<file path="config.mk">
export PLATFORM = sky130hd
export DESIGN_NAME = text_console
export DESIGN_NICKNAME = d
export VERILOG_FILES = /design/src/rtl/text_console_pkg.sv /design/src/rtl/text_console.sv
export SDC_FILE = /design/constraint.sdc
export NUM_CORES = 1
export LEC_CHECK = 0
export ABC_CLOCK_PERIOD_IN_PS = 4300
export CORE_MARGIN = 1
export CORE_UTILIZATION = 50
export CTS_CLUSTER_DIAMETER = 30
export DETAILED_ROUTE_END_ITERATION = 10
export GPL_ROUTABILITY_DRIVEN = 0
export PLACE_DENSITY = 0.8
export SLEW_MARGIN = 0
export SYNTH_ARGS = -nofsm -noshare
export SYNTH_HDL_FRONTEND = slang
export SYNTH_SLANG_ARGS = --single-unit
</file>
<file path="constraint.sdc">
create_clock -name clk -period 4.3 [get_ports clk]
set_input_delay 0.86 -clock clk [delete_from_list [all_inputs] [get_ports clk]]
set_output_delay 0.86 -clock clk [all_outputs]
set_load 0.01 [all_outputs]
</file>
<file path="src/rtl/text_console_pkg.sv">
// text_console_pkg - screen geometry, control codes and FSM states shared by
// the text console and its testbench.
package text_console_pkg;

  localparam int COLS  = 40;
  localparam int ROWS  = 25;
  localparam int CELLS = 1000;

  localparam logic [4:0] LAST_ROW    = 5'(ROWS - 1);
  localparam logic [5:0] LAST_COL    = 6'(COLS - 1);
  localparam logic [9:0] LAST_CELL   = 10'(CELLS - 1);
  localparam logic [9:0] ROW_STRIDE  = 10'(COLS);
  localparam logic [9:0] LAST_SCROLL = 10'(CELLS - COLS - 1);
  localparam logic [9:0] FIRST_FILL  = 10'(CELLS - COLS);

  localparam logic [7:0] CH_BS = 8'h08;
  localparam logic [7:0] CH_LF = 8'h0A;
  localparam logic [7:0] CH_FF = 8'h0C;
  localparam logic [7:0] CH_CR = 8'h0D;

  typedef enum logic [2:0] {
    IDLE,
    PUT_TXT,
    PUT_COL,
    CLEAR,
    SCR_RD_T,
    SCR_WR_T,
    SCR_RD_C,
    SCR_WR_C
  } state_t;

endpackage

</file>
<file path="src/rtl/text_console.sv">
// text_console - turns a byte stream into writes to a 40x25 text/colour VRAM,
// handling CR, LF, BS and form-feed (clear screen).
// Optional feature: define TEXT_CONSOLE_SCROLL_EN to scroll the screen up one
// row when the cursor runs off the bottom; without it the cursor wraps to (0,0).
module text_console
  import text_console_pkg::*;
#(
  parameter logic [7:0] CLEAR_CHAR = 8'h20
) (
  input  logic        clk,
  input  logic        reset,
  input  logic [7:0]  s_data,
  input  logic [7:0]  s_attr,
  input  logic        s_valid,
  output logic        s_ready,
  output logic [10:0] vram_addr,
  output logic [7:0]  vram_wrdata,
  output logic        vram_wren,
  input  logic [7:0]  vram_rddata,
  output logic [5:0]  cursor_col,
  output logic [4:0]  cursor_row,
  output logic        busy
);

  state_t      state, state_n;
  logic [4:0]  row_q, row_n;
  logic [5:0]  col_q, col_n;
  logic [7:0]  char_q, char_n;
  logic [7:0]  attr_q, attr_n;
  logic [9:0]  cnt_q, cnt_n;
  logic        phase_q, phase_n;
  logic        home_q, home_n;
  logic        wrap;

  logic        ready_c;
  logic        wren_c;
  logic [10:0] addr_c;
  logic [7:0]  data_c;
  logic [9:0]  cell_idx;

  // row*40 as row*32 + row*8; row <= 24 and col <= 39 keep this below 1000
  assign cell_idx = {row_q, 5'b0} + {2'b0, row_q, 3'b0} + {4'b0, col_q};

`ifdef TEXT_CONSOLE_SCROLL_EN
  logic [9:0] src_idx;
  assign src_idx = cnt_q + ROW_STRIDE;
`else
  logic unused_rddata;
  assign unused_rddata = ^vram_rddata;
`endif

  // State and datapath registers; reset lands in CLEAR so the screen is wiped
  // as soon as reset is released.
  always_ff @(posedge clk or posedge reset) begin
    if (reset) begin
      state   <= CLEAR;
      row_q   <= '0;
      col_q   <= '0;
      char_q  <= '0;
      attr_q  <= '0;
      cnt_q   <= '0;
      phase_q <= 1'b0;
      home_q  <= 1'b1;
    end else begin
      state   <= state_n;
      row_q   <= row_n;
      col_q   <= col_n;
      char_q  <= char_n;
      attr_q  <= attr_n;
      cnt_q   <= cnt_n;
      phase_q <= phase_n;
      home_q  <= home_n;
    end
  end

  // Next-state, cursor movement and VRAM port drive for every state.
  always_comb begin
    state_n = state;
    row_n   = row_q;
    col_n   = col_q;
    char_n  = char_q;
    attr_n  = attr_q;
    cnt_n   = cnt_q;
    phase_n = phase_q;
    home_n  = home_q;
    wrap    = 1'b0;
    ready_c = 1'b0;
    wren_c  = 1'b0;
    addr_c  = '0;
    data_c  = '0;

    case (state)
      IDLE: begin
        ready_c = 1'b1;
        if (s_valid) begin
          char_n = s_data;
          attr_n = s_attr;
          case (s_data)
            CH_CR: col_n = '0;
            CH_LF: begin
              col_n = '0;
              if (row_q == LAST_ROW) wrap = 1'b1;
              else                   row_n = row_q + 5'd1;
            end
            CH_BS: begin
              if (col_q != '0) col_n = col_q - 6'd1;
            end
            CH_FF: begin
              state_n = CLEAR;
              cnt_n   = '0;
              phase_n = 1'b0;
              home_n  = 1'b1;
            end
            default: state_n = PUT_TXT;
          endcase
        end
      end

      PUT_TXT: begin
        wren_c  = 1'b1;
        addr_c  = {1'b0, cell_idx};
        data_c  = char_q;
        state_n = PUT_COL;
      end

      PUT_COL: begin
        wren_c  = 1'b1;
        addr_c  = {1'b1, cell_idx};
        data_c  = attr_q;
        state_n = IDLE;
        if (col_q == LAST_COL) begin
          col_n = '0;
          if (row_q == LAST_ROW) wrap = 1'b1;
          else                   row_n = row_q + 5'd1;
        end else begin
          col_n = col_q + 6'd1;
        end
      end

      CLEAR: begin
        wren_c  = 1'b1;
        addr_c  = {phase_q, cnt_q};
        data_c  = phase_q ? attr_q : CLEAR_CHAR;
        phase_n = ~phase_q;
        if (phase_q) begin
          if (cnt_q == LAST_CELL) begin
            state_n = IDLE;
            if (home_q) begin
              row_n = '0;
              col_n = '0;
            end
          end else begin
            cnt_n = cnt_q + 10'd1;
          end
        end
      end

`ifdef TEXT_CONSOLE_SCROLL_EN
      SCR_RD_T: begin
        addr_c  = {1'b0, src_idx};
        state_n = SCR_WR_T;
      end

      SCR_WR_T: begin
        wren_c  = 1'b1;
        addr_c  = {1'b0, cnt_q};
        data_c  = vram_rddata;
        state_n = SCR_RD_C;
      end

      SCR_RD_C: begin
        addr_c  = {1'b1, src_idx};
        state_n = SCR_WR_C;
      end

      SCR_WR_C: begin
        wren_c = 1'b1;
        addr_c = {1'b1, cnt_q};
        data_c = vram_rddata;
        if (cnt_q == LAST_SCROLL) begin
          state_n = CLEAR;
          cnt_n   = FIRST_FILL;
          phase_n = 1'b0;
          home_n  = 1'b0;
        end else begin
          cnt_n   = cnt_q + 10'd1;
          state_n = SCR_RD_T;
        end
      end
`endif

      default: state_n = IDLE;
    endcase

    if (wrap) begin
`ifdef TEXT_CONSOLE_SCROLL_EN
      state_n = SCR_RD_T;
      cnt_n   = '0;
      row_n   = LAST_ROW;
      col_n   = '0;
`else
      row_n   = '0;
      col_n   = '0;
`endif
    end
  end

  // Reset forces the VRAM port quiet and the stream closed straight away,
  // even in the middle of a clear or scroll.
  assign s_ready     = ready_c & ~reset;
  assign busy        = ~s_ready;
  assign vram_wren   = wren_c & ~reset;
  assign vram_addr   = reset ? 11'd0 : addr_c;
  assign vram_wrdata = reset ? 8'd0 : data_c;
  assign cursor_col  = col_q;
  assign cursor_row  = row_q;

endmodule

</file>
==> results.cfg, run 1 <==
[grt]
antenna_found_initial = 0
maximum_number_of_pins_on_one_net_before_global_route_repair = 29
global_route.usage.total = 0.2521
vias_in_the_first_global_route = 2586
grt_first_pass_wirelength_mm = 11.96
remaining_overflow_grt = 0

[setup_path]
critical-path-slowest-cell = sky130_fd_sc_hd__fa_1
critical_path_cell_list = inv_1 > fa_1 > inv_1 > ha_1 > a21o_1 > a21oi_1 > xnor2_1 > o211ai_1 > nand2_1 > clkdlybuf4s50_1
cp_slowest_stage_delay_ns = 0.54
cpMostUsedCell = sky130_fd_sc_hd__inv_1
worst-setup-path-type = flop to output pin
worst_ep_arrival_time_ns = 3.06
startpoint_type = flop
end_kind = output pin
worst_ep_required_time_ns = 3.44
worstPathMaxFanout = 6

[sta]
final.hold.worst_slack_ns = 0.4811
final.setup.worst_slack_ns = 0.3770
final-hold-violation-count = 0
post-route-period-util = 0.9123
final_setup_violation_count = 0
worst_slew_margin_rel = 0.4434
grt_setup_unrepaired = no
timing.clock.skew_ns = 0.007836
timing.setup.tns_ns = 0
finalMaxSlewViolations = 0
time_the_final_worst_path_needs_with_i_o_delays_and_setup_ns = 3.923
tightestPinTransition_ns = 0.8332
fmaxAchievable_mhz = 254.9

[drt]
via_count = 2674
avgViaCountPerCell = 5.813
number_of_remaining_drc_errors = 0
iteration_0_drc_count_of_the_detailed_router = 187
route.detailed.wl_per_inst_microns = 15.48
total_wirelength_of_the_detailed_routed_design_mm = 7.119
ant_nets = 0
drt_pre_antenna_iters = 5

[synth]
ys_types = 61
synth-async-reset-ratio = 1.000
count_of_synthesis_stage_warnings_from_yosys = 0
syn_avg_cell_area_sq_um = 8.425
synth_enable_flop_cells = 0
gate_count_after_technology_mapping = 338
postSynthRegisterBits = 40
dominantRegCellSynth = sky130_fd_sc_hd__dfrtp_1
synthesis.area_sq_mm = 0.002848
syn-num-nets = 382
synth_seq_area_share = 0.3524

[layout]
area_growth_pct = 23.68
fin_nets = 431
layout-drive-gt1-share = 0.08247
insertedDiodeCount = 0

[die]
initial_core_util = 0.5172
floorplan.die_area_sq_mm = 0.006002
coreArea_sq_mm = 0.005507
rows = 27
io_pins = 60
die_w_microns = 77.47
die-height_microns = 77.47

[clock_tree]
clock_tree_from_tritoncts = built
cts_max_path_buffers = 2
cts_hold_repair.buffers = 0
clk_root_buffer_cell = sky130_fd_sc_hd__clkbuf_8
cts-htree-levels = 2
cts_sinks = 40
clk_pin_slew_worst_paths_ns = 0.09
cts_inserted_buffers = 5
clkLatencyLatePin_ns = 0.31

[placed_design]
preCtsSetupSlack_ns = 0.3975
place.detailed.hpwl_mm = 5.325
numPortBuffers = 51

[power_and_ir_drop]
power.leakage_nw = 1.511
pwr_density_cell_mw_per_mm2 = 658.2
ir_drop_mv = 0.4082

[hold_path]
hold_class = flop to flop

[flow_run]
drv_cap = 0

[run_status]
outcome = finished clean
==> per-stage QoR <==
step,std cells,utilization,instance area [sq um],power [W]
floorplan,338,-,2848,0.001599
global placement,451,0.6199,3413,0.001983
detailed placement,451,0.6199,3413,0.002037
CTS,459,0.6376,3511,0.002311
global route,460,0.6396,3522,0.002503
finish,460,0.6396,3522,0.002318
==> area by class of cell <==
| type | instances | area [sq um] |
|---|---|---|
| well taps | 72 | 90.09 |
| inverters | 16 | 60.06 |
| fillers | 467 | 1984 |
| multi-input cells | 268 | 1719 |
| clock buffers | 6 | 82.58 |
| repair buffers | 56 | 550.5 |
| flip-flops and latches | 40 | 1005 |
| clock inverters | 2 | 15.01 |
==> synthesized netlist by cell type, drive strengths merged (3+ instances only) <==
| cell type | number | share of area |
|---|---|---|
| nor2 | 34 | 0.045 |
| nor2b | 3 | 0.0066 |
| o22ai | 4 | 0.0088 |
| o31ai | 4 | 0.012 |
| a22o | 4 | 0.012 |
| nor4b | 3 | 0.014 |
| nor3 | 7 | 0.014 |
| inv | 16 | 0.021 |
| dfrtp | 38 | 0.33 |
| a31oi | 4 | 0.0088 |
| mux2 | 6 | 0.024 |
| and3 | 4 | 0.0088 |
| or3 | 4 | 0.0088 |
| o21ai | 11 | 0.019 |
| nand2 | 70 | 0.092 |
| buf | 5 | 0.011 |
| nand4 | 7 | 0.015 |
| ha | 15 | 0.066 |
| xor2 | 5 | 0.015 |
| a21oi | 13 | 0.023 |
| nand3 | 9 | 0.016 |
| clkbuf | 9 | 0.012 |
| and2 | 6 | 0.013 |
| a22oi | 13 | 0.034 |
| xnor2 | 4 | 0.012 |
| nand2b | 5 | 0.014 |
==> power by group <==
group | internal [W] | switching [W]
combinational | 0.000610 | 0.000665
sequential | 0.000541 | 0.000229
clock | 0.000130 | 0.000144
==> path summary, 6_finish.rpt <==
kind | from | end | slack (ns) | cells past startpoint
max | cursor_row[2] | vram_addr[7] | 0.38 | 10
min | attr_q[3] | attr_q[3] | 0.48 | 2
max reg2reg | state[1] | cursor_row[0] | 1.60 | 5
min reg2reg | attr_q[3] | attr_q[3] | 0.48 | 2
max in group asynchronous | reset | cursor_row[0] | 2.74 | 4
min in group asynchronous | reset | cnt_q[0] | 0.94 | 3
==> cells in the final DEF (no fill, tap or decap), drive strengths merged, types with 6 or more instances in the layout <==
cell / count
nor2: 34
dfrtp: 38
clkbuf: 6
nand4: 7
nand2: 70
a22oi: 13
and2: 6
a21oi: 13
o21ai: 11
inv: 16
ha: 15
clkdlybuf4s50: 50
nor3: 7
nand3: 9
mux2: 6
==> cell families (layout without fill, tap and decap cells) <==
| kind of cell | after synthesis | count (layout) | synth area share |
|---|---|---|---|
| fa+ha+maj | 17 | 17 | 0.07997 |
| mux | 8 | 8 | 0.03075 |
| flops | 40 | 40 | 0.3524 |
| buf+inv | 30 | 80 | 0.04394 |
| compound gates | 73 | 73 | 0.1828 |
| xor+xnor | 9 | 9 | 0.02768 |
| simple gates | 161 | 161 | 0.2825 |
==> critical path: cells and delay by family (launching register included) <==
kind | cells | cell delay (ns)
xor gates and xnor gates | 1 | 0.17
DFF | 1 | 0.45
and+or+nand+nor | 1 | 0.11
AOI/OAI and AO/OA | 3 | 0.51
buffers and inverters | 3 | 0.71
adders and majority gates | 2 | 0.82
==> per-layer routing <==
metal,up-vias,global-route usage,share of wire
met3,10,0.04000,0.046
met2,84,0.4212,0.50
met5,-,0,0
met4,0,0.1000,0.015
li1,1297,-,-
met1,1283,0.3253,0.44
==> what timing repair did <==
item | in CTS | in global routing
buffers inserted | 0 | 1
resized for setup | 0 | 2
endpoints found under the setup margin | 0 | 1
==> state kept, by name, indices dropped and copies added (netlist names) <==
name	cells
state	2
char_q	8
cursor_row	5
attr_q	8
cursor_col	6
phase_q	1
cnt_q	10
Power figures use the tool's default switching activity.
==> inputs of run 2 (changes only) <==
--- a/config.mk
+++ b/config.mk
@@ -5,13 +5,14 @@
 export SDC_FILE = /design/constraint.sdc
 export NUM_CORES = 1
 export LEC_CHECK = 0
+export ABC_AREA = 1
 export ABC_CLOCK_PERIOD_IN_PS = 4300
 export CORE_MARGIN = 1
 export CORE_UTILIZATION = 50
 export CTS_CLUSTER_DIAMETER = 30
 export DETAILED_ROUTE_END_ITERATION = 10
 export GPL_ROUTABILITY_DRIVEN = 0
-export PLACE_DENSITY = 0.8
+export PLACE_DENSITY = 0.79
 export SLEW_MARGIN = 0
 export SYNTH_ARGS = -nofsm -noshare
 export SYNTH_HDL_FRONTEND = slang
==> run 2 against run 1 <==
Die area grew 6.2%; clock-buffer cell count is the same; design area grew 5.7%; worst setup slack gained 0.046 ns; routed wire length grew 4.6%; sequential share of layout area shrank 1.6 points; first-iteration DRC count grew 17%; register-to-register slack gained 0.70 ns; largest power group unchanged; highest routed layer unchanged.
==> results.cfg, run 2 <==
[sta]
post-route-period-util = 0.9015
final-hold-violation-count = 0
final_setup_violation_count = 0
worst_slew_margin_rel = 0.6684
tightestPinTransition_ns = 0.4936
fmaxAchievable_mhz = 258.0
time_the_final_worst_path_needs_with_i_o_delays_and_setup_ns = 3.876
final.setup.worst_slack_ns = 0.4235
timing.setup.tns_ns = 0
timing.clock.skew_ns = 0.006361
finalMaxSlewViolations = 0
grt_setup_unrepaired = no

[drt]
route.detailed.wl_per_inst_microns = 13.27
iteration_0_drc_count_of_the_detailed_router = 219
ant_nets = 0
total_wirelength_of_the_detailed_routed_design_mm = 7.444
drt_pre_antenna_iters = 4
avgViaCountPerCell = 5.419
via_count = 3040
number_of_remaining_drc_errors = 0

[clock_tree]
clk_pin_slew_worst_paths_ns = 0.08
cts_inserted_buffers = 5
clkLatencyLatePin_ns = 0.29
cts_hold_repair.buffers = 0
clock_tree_from_tritoncts = built
post_cts_buffers = 0
clk_root_buffer_cell = sky130_fd_sc_hd__clkbuf_8
cts_sinks = 40
cts-htree-levels = 2
cts-resized-gates = 0
cts_max_path_buffers = 2

[power_and_ir_drop]
pwr_density_cell_mw_per_mm2 = 556.6
fraction_of_power_spent_switching_nets = 0.4375
power_frac_seq = 0.320
power_report.internal_total_w = 0.001166
ir_drop_mv = 0.2630
power_frac_comb = 0.502
power.net_switching_w = 0.0009069
power.leakage_nw = 1.769
clockPowerShare = 0.179

[hold_path]
hold_class = flop to flop
min_delay_path_depth = 2
holdCritStartpoint = attr_q[5]
min_to = attr_q[5]

[run_status]
outcome = finished clean

[die]
initial_core_util = 0.5337
floorplan.die_area_sq_mm = 0.006374
coreArea_sq_mm = 0.005675
rows = 27
io_pins = 60
die_w_microns = 79.84
die-height_microns = 79.84

[synth]
synth_seq_area_share = 0.3313
top_post_synthesis_cells_by_area = sky130_fd_sc_hd__dfrtp_1 (31%), sky130_fd_sc_hd__nand2_1 (16%), sky130_fd_sc_hd__ha_1 (6.2%)
syn_avg_cell_area_sq_um = 6.916
synth_adder_area_share = 0.07518
main_combinational_cell_family_by_area_after_synthesis = simple AND/OR/NAND/NOR gates
postSynthRegisterBits = 40
synth_enable_flop_cells = 0
synthDominantAreaCellType = sky130_fd_sc_hd__dfrtp_1
synth-async-reset-ratio = 1.000
dominantRegCellSynth = sky130_fd_sc_hd__dfrtp_1
synth-compound-area-share = 0.1041
post_synth_mux_area_share = 0
ys_types = 39
gate_count_after_technology_mapping = 438
yosys.area_share.xor_xnor = 0.04337
yosys.area_share.simple = 0.3548
synthMostInstantiatedCell = sky130_fd_sc_hd__nand2_1
syn-num-nets = 482
synth.cells.most_frequent = sky130_fd_sc_hd__nand2_1 (131), sky130_fd_sc_hd__inv_1 (48), sky130_fd_sc_hd__nor2_1 (39)
synthesis.area_sq_mm = 0.003029
count_of_synthesis_stage_warnings_from_yosys = 0
synth_top_area_frac = 0.3139

[grt]
vias_in_the_first_global_route = 2886
antenna_found_initial = 0
grt_first_pass_wirelength_mm = 13.08
maximum_number_of_pins_on_one_net_before_global_route_repair = 24
remaining_overflow_grt = 0
global_route.usage.total = 0.2590

[layout]
layout_commonest_cell = sky130_fd_sc_hd__nand2_1
insertedDiodeCount = 0
area_growth_pct = 22.92
mostFrequentLayoutCells = sky130_fd_sc_hd__nand2_1 (131), sky130_fd_sc_hd__clkdlybuf4s50_1 (51), sky130_fd_sc_hd__inv_1 (48)
registers.top_by_ff_count = cnt_q
reg.largest.list = cnt_q x10, attr_q x8, char_q x8
layoutNonFillerInstCount = 561
postLayoutCellArea_sq_mm = 0.003724
number_of_flip_flops_in_the_largest_register = 10
fin_nets = 532
layout-drive-gt1-share = 0.08384
final_util = 0.6561

[setup_path]
critical-path-slowest-cell = sky130_fd_sc_hd__fa_1
path_depth_of_the_worst_reg2reg_path = 10
r2r_slack_ns = 2.30
cp_top_family = adder cells
worst_ep_required_time_ns = 3.44
startpoint_type = flop
cp_slowest_stage_delay_ns = 0.55
worst_r2r_endpoint = cursor_row[3]
cpMostUsedCell = sky130_fd_sc_hd__fa_1
critical_path_cell_list = inv_1 > fa_1 > fa_1 > o21ai_0 > or2_2 > nand3_1 > a21oi_1 > clkdlybuf4s50_1
reg2reg_from = state[1]
worstPathMaxFanout = 6
cp.buffers_inverters = 2
worst_ep_arrival_time_ns = 3.02
end_kind = output pin
worst-setup-path-type = flop to output pin

[placed_design]
preCtsSetupSlack_ns = 0.7512
numPortBuffers = 51
place.detailed.hpwl_mm = 5.561
postPlaceCellArea_sq_mm = 0.003591
post-place-cells = 553

[flow_run]
drv_cap = 0
-- run 2: changes by cell type after synthesis, sizes merged, moves of 10 or more --
cell | before | now
o21ai | 11 | 31
nand2 | 70 | 135
a22oi | 13 | 0
inv | 16 | 55
nand3 | 9 | 36
nor2 | 34 | 44
-- run 2: cell families (layout without fill, tap and decap cells) --
| family | Yosys count | in the layout |
|---|---|---|
| simple gates | 240 | 240 |
| buf+inv | 68 | 119 |
| compound gates | 58 | 58 |
| flops | 40 | 40 |
| fa+ha+maj | 17 | 17 |
| xor+xnor | 15 | 15 |
-- run 2: stage by stage --
step | total power [W] | hold slack [ns]
2_1_floorplan | 0.001372 | 0.4421
3_3_place_gp | 0.001663 | 0.4591
3_5_place_dp | 0.001700 | 0.4607
4_1_cts | 0.002074 | 0.4794
5_1_grt | 0.002258 | 0.5213
6_report | 0.002073 | 0.4781
-- run 2: worst max path at each step --
stage,from,end,slack (ns),cells past startpoint
after CTS,cursor_col[5],vram_addr[8],0.41,8
final,cursor_col[5],vram_addr[8],0.42,8
after detailed placement,cursor_col[5],vram_addr[8],0.75,8
after global routing,cursor_col[5],vram_addr[8],0.27,8
after global placement,cursor_col[5],vram_addr[8],0.77,8
after floorplan,reset,vram_addr[1],1.25,4
-- run 2: power by group through the flow --
stage / registers, W / logic, W / clock network, W
2_1_floorplan: 0.000624 / 0.000748 / 0
3_3_place_gp: 0.000659 / 0.00100 / 0
3_5_place_dp: 0.000664 / 0.00104 / 0
4_1_cts: 0.000661 / 0.00104 / 0.000373
5_1_grt: 0.000684 / 0.00118 / 0.000390
6_report: 0.000662 / 0.00104 / 0.000370
-- run 2: layout make-up --
cell class | instances | area (sq um)
fillers | 506 | 1952
multi-input cells | 330 | 1749
flip-flops and latches | 40 | 1003
repair buffers | 54 | 533.0
inverters | 57 | 215.2
well taps | 72 | 90.09
clock buffers | 6 | 72.57
clock inverters | 2 | 60.06
-- run 2: metal layers --
layer  GRT usage  up-vias  part of all wire
met4     0.08214        0             0.020
li1            -     1511                 -
met1      0.3390     1423              0.46
met2      0.4376       91              0.48
met5           0        -                 0
met3     0.03771       15             0.045
-- run 2: tightest hold or removal path: cells and delay by family (launching register included) --
kind	cells	cell delay, ns
DFF	1	0.35
and+or+nand+nor	2	0.10
==> inputs of run 3 (changes only) <==
--- a/config.mk
+++ b/config.mk
@@ -6,9 +6,9 @@
 export NUM_CORES = 1
 export LEC_CHECK = 0
 export ABC_AREA = 1
-export ABC_CLOCK_PERIOD_IN_PS = 4300
 export CORE_MARGIN = 1
 export CORE_UTILIZATION = 50
+export CTS_BUF_LIST = sky130_fd_sc_hd__clkbuf_2 sky130_fd_sc_hd__clkbuf_4 sky130_fd_sc_hd__clkbuf_8
 export CTS_CLUSTER_DIAMETER = 30
 export DETAILED_ROUTE_END_ITERATION = 10
 export GPL_ROUTABILITY_DRIVEN = 0
==> run 3 against run 2 <==
Worst hold slack improved by 0.00058 ns; die area unchanged; cell count unchanged; critical path type unchanged; critical endpoint unchanged.
==> results.cfg, run 3 (same netlist as run 2, synthesis figures left out) <==
[run_status]
outcome = finished clean

[drt]
route.detailed.wl_per_inst_microns = 13.22
iteration_0_drc_count_of_the_detailed_router = 208
number_of_remaining_drc_errors = 0
drt_pre_antenna_iters = 4
ant_nets = 0
via_count = 3022
total_wirelength_of_the_detailed_routed_design_mm = 7.417
avgViaCountPerCell = 5.387

[die]
die_w_microns = 79.84
io_pins = 60
die-height_microns = 79.84
coreArea_sq_mm = 0.005675
rows = 27
initial_core_util = 0.5337
floorplan.die_area_sq_mm = 0.006374

[grt]
maximum_number_of_pins_on_one_net_before_global_route_repair = 24
remaining_overflow_grt = 0
grt_first_pass_wirelength_mm = 13.08
global_route.usage.total = 0.2590
antenna_found_initial = 0
vias_in_the_first_global_route = 2886

[setup_path]
critical-path-slowest-cell = sky130_fd_sc_hd__fa_1
startpoint_type = flop
end_kind = output pin
worst_ep_required_time_ns = 3.44
worstPathMaxFanout = 6
worst-setup-path-type = flop to output pin
crit_start = cursor_col[5]
reg2reg_from = state[1]
worst_ep_arrival_time_ns = 3.02
critical_path_cell_list = inv_1 > fa_1 > fa_1 > o21ai_0 > or2_2 > nand3_1 > a21oi_1 > clkdlybuf4s50_1
path_depth_of_the_worst_reg2reg_path = 10
cp.buffers_inverters = 2
cp_slowest_stage_delay_ns = 0.55
critical_path_depth = 8
cpMostUsedCell = sky130_fd_sc_hd__fa_1
cp_top_family = adder cells

[power_and_ir_drop]
pwr_density_cell_mw_per_mm2 = 557.8
report.power.total_w = 0.002079
power.leakage_nw = 1.773
power_frac_comb = 0.500
power_frac_seq = 0.319
clockPowerShare = 0.182
power_report.internal_total_w = 0.001172
ir_drop_mv = 0.2642
power.net_switching_w = 0.0009071
fraction_of_power_spent_switching_nets = 0.4363

[clock_tree]
cts-resized-gates = 0
cts-htree-levels = 2
clk_root_buffer_cell = sky130_fd_sc_hd__clkbuf_8
cts_inserted_buffers = 5
cts_max_path_buffers = 2
cts_hold_repair.buffers = 0
clock_tree_from_tritoncts = built
clkLatencyLatePin_ns = 0.30
cts_sinks = 40
clk_pin_slew_worst_paths_ns = 0.08
post_cts_buffers = 0

[sta]
post-route-period-util = 0.9027
timing.clock.skew_ns = 0.007172
final-hold-violation-count = 0
worst_slew_margin_rel = 0.6643
time_the_final_worst_path_needs_with_i_o_delays_and_setup_ns = 3.881
timing.setup.tns_ns = 0
finalMaxSlewViolations = 0
grt_setup_unrepaired = no
tightestPinTransition_ns = 0.4998
fmaxAchievable_mhz = 257.6
final_setup_violation_count = 0

[flow_run]
drv_cap = 0

[layout]
reg.largest.list = cnt_q x10, attr_q x8, char_q x8
number_of_flip_flops_in_the_largest_register = 10
area_growth_pct = 23.05
mostFrequentLayoutCells = sky130_fd_sc_hd__nand2_1 (131), sky130_fd_sc_hd__clkdlybuf4s50_1 (51), sky130_fd_sc_hd__inv_1 (48)
layout_commonest_cell = sky130_fd_sc_hd__nand2_1
insertedDiodeCount = 0
fin_nets = 532
layout-drive-gt1-share = 0.08589
registers.top_by_ff_count = cnt_q

[placed_design]
place.detailed.hpwl_mm = 5.561
numPortBuffers = 51

[hold_path]
min_delay_path_depth = 2
holdCritStartpoint = attr_q[5]
hold_class = flop to flop
[run 3: area by class of cell]
class / count / area, sq um
fillers: 505 / 1948
multi-input cells: 330 / 1749
flip-flops and latches: 40 / 1003
repair buffers: 54 / 533.0
inverters: 57 / 215.2
well taps: 72 / 90.09
clock buffers: 6 / 76.32
clock inverters: 2 / 60.06
[run 3: path summary, 6_finish.rpt]
path	to	slack, ns
max in group asynchronous	cursor_row[3]	2.67
worst min-delay path	attr_q[5]	0.48
worst min register to register	attr_q[5]	0.48
worst max register to register	cursor_row[3]	2.30
min in group asynchronous	char_q[0]	1.36
worst max-delay path	vram_addr[8]	0.42
[run 3: routing by layer]
layer  up-vias  part of all wire  global-route usage
li1       1511                 -                   -
met1      1416              0.46              0.3390
met2        78              0.48              0.4376
met3        17             0.039             0.03771
met4         0             0.019             0.08214
met5         -                 0                   0
[run 3: through the flow]
step / utilization / instance area (sq um) / worst slack [ns] / instances / hold slack (ns)
2_1_floorplan: - / 3029 / 1.247 / 438 / 0.4421
3_3_place_gp: 0.6327 / 3591 / 0.7680 / 553 / 0.4591
3_5_place_dp: 0.6327 / 3591 / 0.7512 / 553 / 0.4607
4_1_cts: 0.6567 / 3727 / 0.4132 / 561 / 0.4794
5_1_grt: 0.6567 / 3727 / 0.2722 / 561 / 0.5213
6_report: 0.6567 / 3727 / 0.4186 / 561 / 0.4787
[run 3: tightest hold or removal path, delay by kind of cell, from the launching register on]
kind / cells / cell delay (ns)
flops: 1 / 0.35
simple gates: 2 / 0.10
[run 3: power by group through the flow]
stage / clock, W / combinational [W] / sequential, W
after detailed placement: 0 / 0.00104 / 0.000664
after floorplan: 0 / 0.000748 / 0.000624
after global placement: 0 / 0.00100 / 0.000659
after CTS: 0.000380 / 0.00104 / 0.000661
final: 0.000378 / 0.00104 / 0.000663
after global routing: 0.000397 / 0.00118 / 0.000684
